==> src/rtl/sdp_fifo32_ctrl_pkg.sv <==
// Shared constants and types for the 32-deep SDP FIFO controller.
package sdp_fifo32_ctrl_pkg;

  localparam int FIFO_ABITS = 5;
  localparam int FIFO_DEPTH = 32;
  localparam int LVL_W      = 6;
  localparam int LANE_W     = 6;

  typedef logic [FIFO_ABITS-1:0] ptr_t;
  typedef logic [LVL_W-1:0]      lvl_t;

  typedef struct packed {
    logic acc;   // write lands in RAM this edge
    logic load;  // head word moves RAM -> output register
    logic drop;  // write refused because the RAM is full
  } ctl_t;

  function automatic ptr_t ptr_inc(input ptr_t p);
    return p + ptr_t'(1);
  endfunction

endpackage

==> src/rtl/sdp_fifo32_ctrl_ram.sv <==
// One 32x6 simple-dual-port lane: synchronous write, asynchronous read.
module sdp_fifo32_ctrl_ram
  import sdp_fifo32_ctrl_pkg::*;
#(
  parameter int DELAY = 3
) (
  input  logic              clk_i,
  input  logic              we_i,
  input  ptr_t              waddr_i,
  input  logic [LANE_W-1:0] wdat_i,
  input  ptr_t              raddr_i,
  output logic [LANE_W-1:0] rdat_o
);

  logic [LANE_W-1:0] mem_q [FIFO_DEPTH];

  // DELAY only shapes the vendor primitive's simulation model; here writes are zero-delay.
  if (DELAY < 0) begin : g_neg_delay
  end

  always_ff @(posedge clk_i) begin
    if (we_i) mem_q[waddr_i] <= wdat_i;
  end

  assign rdat_o = mem_q[raddr_i];

endmodule

==> src/rtl/sdp_fifo32_ctrl.sv <==
// 32-deep FIFO controller over WIDTH/6 RAM lanes with a registered FWFT output stage.
module sdp_fifo32_ctrl
  import sdp_fifo32_ctrl_pkg::*;
#(
  parameter int WIDTH = 24,
  parameter int DELAY = 3
) (
  input  logic             clk_i,
  input  logic             rst_ni,
  input  logic             flush_i,
  input  logic             wr_i,
  input  logic [WIDTH-1:0] dat_i,
  output logic             full_o,
  output logic             ovf_o,
  output logic             valid_o,
  input  logic             ready_i,
  output logic [WIDTH-1:0] dat_o,
  output logic [LVL_W-1:0] level_o
);

  localparam int NUM_LANES = WIDTH / LANE_W;

  ptr_t             wptr_q, wptr_d, rptr_q, rptr_d;
  lvl_t             count_q, count_d, level_q, level_d;
  logic             full_q, full_d, ovf_q, ovf_d, valid_q, valid_d;
  logic [WIDTH-1:0] dat_q, dat_d, rd_word;
  ctl_t             ctl;

  logic [NUM_LANES-1:0][LANE_W-1:0] ram_rdat;

  for (genvar g = 0; g < NUM_LANES; g++) begin : g_lane
    sdp_fifo32_ctrl_ram #(.DELAY(DELAY)) u_ram (
      .clk_i   (clk_i),
      .we_i    (ctl.acc),
      .waddr_i (wptr_q),
      .wdat_i  (dat_i[g*LANE_W +: LANE_W]),
      .raddr_i (rptr_q),
      .rdat_o  (ram_rdat[g])
    );
  end

  assign rd_word = ram_rdat;

  // full_q is the pre-edge state: a word leaving this cycle never frees a slot for a same-cycle write.
  always_comb begin
    ctl.acc  = wr_i & ~full_q & ~flush_i;
    ctl.drop = wr_i &  full_q & ~flush_i;
    ctl.load = (count_q != '0) & (~valid_q | ready_i) & ~flush_i;

    wptr_d  = ctl.acc  ? ptr_inc(wptr_q) : wptr_q;
    rptr_d  = ctl.load ? ptr_inc(rptr_q) : rptr_q;
    count_d = count_q + lvl_t'(ctl.acc) - lvl_t'(ctl.load);
    ovf_d   = ovf_q | ctl.drop;
    dat_d   = ctl.load ? rd_word : dat_q;

    if (ctl.load)               valid_d = 1'b1;
    else if (valid_q & ready_i) valid_d = 1'b0;
    else                        valid_d = valid_q;

    if (flush_i) begin
      wptr_d  = '0;
      rptr_d  = '0;
      count_d = '0;
      ovf_d   = 1'b0;
      valid_d = 1'b0;
    end

    full_d  = (count_d == lvl_t'(FIFO_DEPTH));
    level_d = count_d + lvl_t'(valid_d);
  end

  always_ff @(posedge clk_i or negedge rst_ni) begin
    if (!rst_ni) begin
      wptr_q  <= '0;
      rptr_q  <= '0;
      count_q <= '0;
      level_q <= '0;
      full_q  <= 1'b0;
      ovf_q   <= 1'b0;
      valid_q <= 1'b0;
      dat_q   <= '0;
    end else begin
      wptr_q  <= wptr_d;
      rptr_q  <= rptr_d;
      count_q <= count_d;
      level_q <= level_d;
      full_q  <= full_d;
      ovf_q   <= ovf_d;
      valid_q <= valid_d;
      dat_q   <= dat_d;
    end
  end

  assign full_o  = full_q;
  assign ovf_o   = ovf_q;
  assign valid_o = valid_q;
  assign dat_o   = dat_q;
  assign level_o = level_q;

endmodule

==> config.mk <==
export PLATFORM = sky130hd
export DESIGN_NAME = sdp_fifo32_ctrl
export DESIGN_NICKNAME = d
export VERILOG_FILES = /design/src/rtl/sdp_fifo32_ctrl_pkg.sv /design/src/rtl/sdp_fifo32_ctrl_ram.sv /design/src/rtl/sdp_fifo32_ctrl.sv
export SDC_FILE = /design/constraint.sdc
export NUM_CORES = 1
export LEC_CHECK = 0
export CORE_MARGIN = 5
export CORE_UTILIZATION = 30
export CTS_CLUSTER_DIAMETER = 80
export DETAILED_ROUTE_END_ITERATION = 16
export GPL_TIMING_DRIVEN = 0
export SLEW_MARGIN = 20
export SYNTH_ARGS = -nofsm -noshare
export SYNTH_HDL_FRONTEND = slang
export SYNTH_SLANG_ARGS = --single-unit
==> constraint.sdc <==
create_clock -name clk_i -period 9.4 [get_ports clk_i]
set_input_delay 1.88 -clock clk_i [delete_from_list [all_inputs] [get_ports clk_i]]
set_output_delay 1.88 -clock clk_i [all_outputs]
set_load 0.02 [all_outputs]
==> results of run 1 <==
[synthesized netlist by cell type, types with 2 or more instances]
| master | n |
|---|---|
| a21oi_1 | 5 |
| a221oi_1 | 23 |
| and3b_1 | 2 |
| buf_1 | 8 |
| buf_2 | 26 |
| buf_6 | 9 |
| clkbuf_1 | 31 |
| dfrtp_1 | 49 |
| edfxtp_1 | 768 |
| ha_1 | 14 |
| inv_1 | 11 |
| mux2i_1 | 52 |
| mux4_2 | 211 |
| nand2_1 | 18 |
| nand2b_1 | 3 |
| nand3_1 | 5 |
| nand3b_1 | 6 |
| nand4_1 | 6 |
| nor2_1 | 78 |
| nor2b_1 | 6 |
| nor3_1 | 4 |
| nor3b_1 | 2 |
| o21a_1 | 24 |
| o21ai_0 | 2 |
| xnor2_1 | 5 |
| xor2_1 | 9 |
[registers in the layout (all words and copies together) (netlist names)]
name	count
rptr_q	5
count_q	6
valid_o	1
g_lane.u_ram.mem_q	768
full_o	1
ovf_o	1
dat_o	24
level_o	6
wptr_q	5
[power by group through the flow]
| stage | Sequential [W] | Combinational, W | Clock (W) |
|---|---|---|---|
| floorplan | 0.00430 | 0.00149 | 0 |
| global placement | 0.00427 | 0.00233 | 0 |
| detailed placement | 0.00427 | 0.00238 | 0 |
| CTS | 0.00420 | 0.00239 | 0.00327 |
| global route | 0.00421 | 0.00252 | 0.00342 |
| finish | 0.00420 | 0.00235 | 0.00320 |
[tightest hold or removal path, delay by kind of cell (launching register included)]
family / cells / cell delay (ns)
flops: 1 / 0.34
simple gates: 1 / 0.08
compound gates: 1 / 0.04
[how the worst min path moves through the flow]
stage | end | depth (start not counted) | from
CTS | ovf_o$_DFF_PN0_ | 2 | ovf_o$_DFF_PN0_
global route | ovf_o$_DFF_PN0_ | 2 | ovf_o$_DFF_PN0_
global placement | ovf_o$_DFF_PN0_ | 2 | ovf_o$_DFF_PN0_
detailed placement | ovf_o$_DFF_PN0_ | 2 | ovf_o$_DFF_PN0_
finish | ovf_o$_DFF_PN0_ | 2 | ovf_o$_DFF_PN0_
floorplan | rptr_q[4]$_DFFE_PN0P_ | 2 | rptr_q[4]$_DFFE_PN0P_
[cell usage in the layout (no fill, tap or decap), types with 11 or more instances in the layout]
cell type,n
edfxtp_1,768
mux4_2,211
clkbuf_16,84
mux2i_1,52
buf_2,49
dfrtp_1,49
clkbuf_1,46
nor2_1,46
clkdlybuf4s50_1,37
nor2_4,32
o21a_1,24
a221oi_1,23
nand2_1,18
clkinv_1,17
buf_12,16
buf_16,16
ha_1,14
clkinv_2,13
inv_1,11
[stage by stage]
| stage | utilization | cells |
|---|---|---|
| 3_5_place_dp | 0.3353 | 2872 |
| 5_1_grt | 0.3596 | 3021 |
| 2_1_floorplan | - | 1399 |
| 6_report | 0.3597 | 3025 |
| 3_3_place_gp | 0.3257 | 2840 |
| 4_1_cts | 0.3607 | 3021 |
[logic make-up after synthesis]
group,Yosys count,synth area share
flops,817,0.7718
mux,265,0.1683
simple gates,137,0.02024
buf+inv,87,0.01372
compound gates,64,0.01594
fa+ha+maj,15,0.006202
xor+xnor,14,0.003896
[routing by layer]
metal	routed length, um	share of wire
met4	1205	0.016
met1	30750	0.42
met5	34	0.00046
met3	5049	0.068
met2	36720	0.50
[area by class of cell]
class                      instances  area share
multi-input combinational        495      0.1873
antenna                            4   0.0002681
clock buffer                     106     0.06012
timing repair buffer              93     0.03358
inverter                          11    0.001106
sequential                       817      0.6505
clock inverter                    43     0.01039
tap                             1380     0.04625
buffer                            76     0.01049
==> summary.txt, run 1 <==
CP endpoint kind = register
Most common cell on crit path = nor3_1
Die height = 333.9 um
Post-DP Area = 34800 um^2
First-pass GRT wire length = 108.0 mm
Area of the multi-input gates = 6992 um^2
Total die area = 111500 um^2
Number of synthesized flops with an enable pin = 768
Core ar. = 103800 um^2
GR Util met2 = 0.2191
Ports = 62
Post-synthesis sequential area ratio = 0.7718
Max clock buf depth = 3
Prevailing post-synth register cell = edfxtp_1
Register bit total from synthesis = 817
GR peak layer = met2
H-tree levels = 3
FMAX = 201.2 MHz
Met3 GRT Util = 0.03075
Rows = 118
Initial drt markers = 1498
Worst-path cell chain = clkdlybuf4s50_1 > nor3_1 > buf_2 > clkbuf_1 > nand2_1 > inv_1 > fa_1 > nor2b_1 > nor3_1 > nand3b_1 > o31a_1 > nor3_1
Instance count on the critical path = 12
Tot Pwr = 0.009745 W
DRC = 0
Critical Path Max Stage Delay = 0.55 ns
Nets = 1620
Largest net degree at the start of global routing = 50
CTS tree = yes
Crit path max-delay family = simple AND/OR/NAND/NOR gates
Max-slew violation count = 0
Max_slew headroom = 0.2861
Post-synthesis net count = 1443
Status = completed
Startpoint types = primary input
Worst reg2reg path depth = 14
NetSw = 0.002707 W
Largest area contributor in the netlist = edfxtp_1
Final setup TNS = 0 ns
R2r setup slk = 5.43 ns
Hold Path Class = reg -> reg
Net Sw Frac = 0.2778
Grt total ovfl = 0
Design Area, Final = 37340 um^2
Final GP Congestion = 0.7849
FF+latch area = 24290 um^2
Pleak = 11.41 nW
Count of final hold-check violations = 0
Clock Latency Late Sink = 0.63 ns
Clk slew on worst S/H paths = 0.06 ns
CP max stage cell = clkdlybuf4s50_1
R2R Path End = level_o[5]$_DFF_PN0_
Crit path DAT = 5.49 ns
CTS Sinks = 817
Largest cells by area after synthesis = edfxtp_1 (73%), mux4_2 (15%), dfrtp_1 (3.9%)
Worst setup margin = 4.431 ns
Worst Tran Pin Value = 1.067 ns
Logic pwr share = 0.241
PortBufs = 61
Setup crit start = flush_i
Clk_skew = 0.02034 ns
Worst setup path end = level_o[5]$_DFF_PN0_
Num CTS Buffers = 82
ANT nets after route = 0
Post-synthesis area per instance = 22.50 um^2
Setup slack at placement = 3.808 ns
R2R Path Start = count_q[3]$_DFF_PN0_
Detailed-route via count = 14907
Routed len/inst = 24.38 um
Synth-to-Final Area Change = 18.63%
Met1 Track Usage GR = 0.1750
Die span in x = 333.9 um
Hold buffer count at CTS = 0
Power Density = 261.0 nW/um^2
Internal power = 0.007038 W
Worst path required time = 9.92 ns
RSZ-0062 raised after global routing = no
Vias/cell = 4.928
WHS = 0.5020 ns
Final worst path period need = 4.969 ns
Post-CTS Setup Bufs = 0
Clock share of power = 0.328
Netlist Area Pre-Place = 31470 um^2
Worst path bufs/invs = 4
First-pass DRT Iterations = 5
Setup violators final = 0
Vias in the first global route = 15583
Detailed Place HPWL = 49.22 mm
Crit-path max FO = 10
Post-route clock period utilization = 0.5286
Crit Path Class = in -> reg
Initial antenna violation count = 9
Routed Wire Length = 73.75 mm
Seq pwr share = 0.431
Max cap viols = 0
Initial Util = 0.3032
Mapped Cells = 1399
Max VDD drop = 0.0001529 V
GRT Total Usage = 0.1309
Clk root buf = clkbuf_16
Yosys cell types = 48
Ys Warns = 0
Post_cts resized = 0
Async set or reset register ratio after synthesis = 0.05998
Fraction of layout cells with a size suffix above 1 = 0.2773
Synth top area share = 0.7328
Filler cells = 9382
Note: power is estimated with default switching activity, not from simulation.
==> inputs of run 2 (changes only) <==
Clock period 9.4 ns to 4.6 ns, I/O delays scaled along.
==> results of run 2 <==
The final DEF is identical to that of run 1. Status: completed.
Main changes from that run: setup slack after placement 3.808 ns -> -0.03235 ns; setup slack after layout 4.431 ns -> 0.5908 ns; hold slack 0.5020 ns -> 0.3306 ns; register-to-register setup slack 5.43 ns -> 0.63 ns; total power 0.009745 W -> 0.01991 W; worst IR drop on VDD 0.0001529 V -> 0.0003124 V
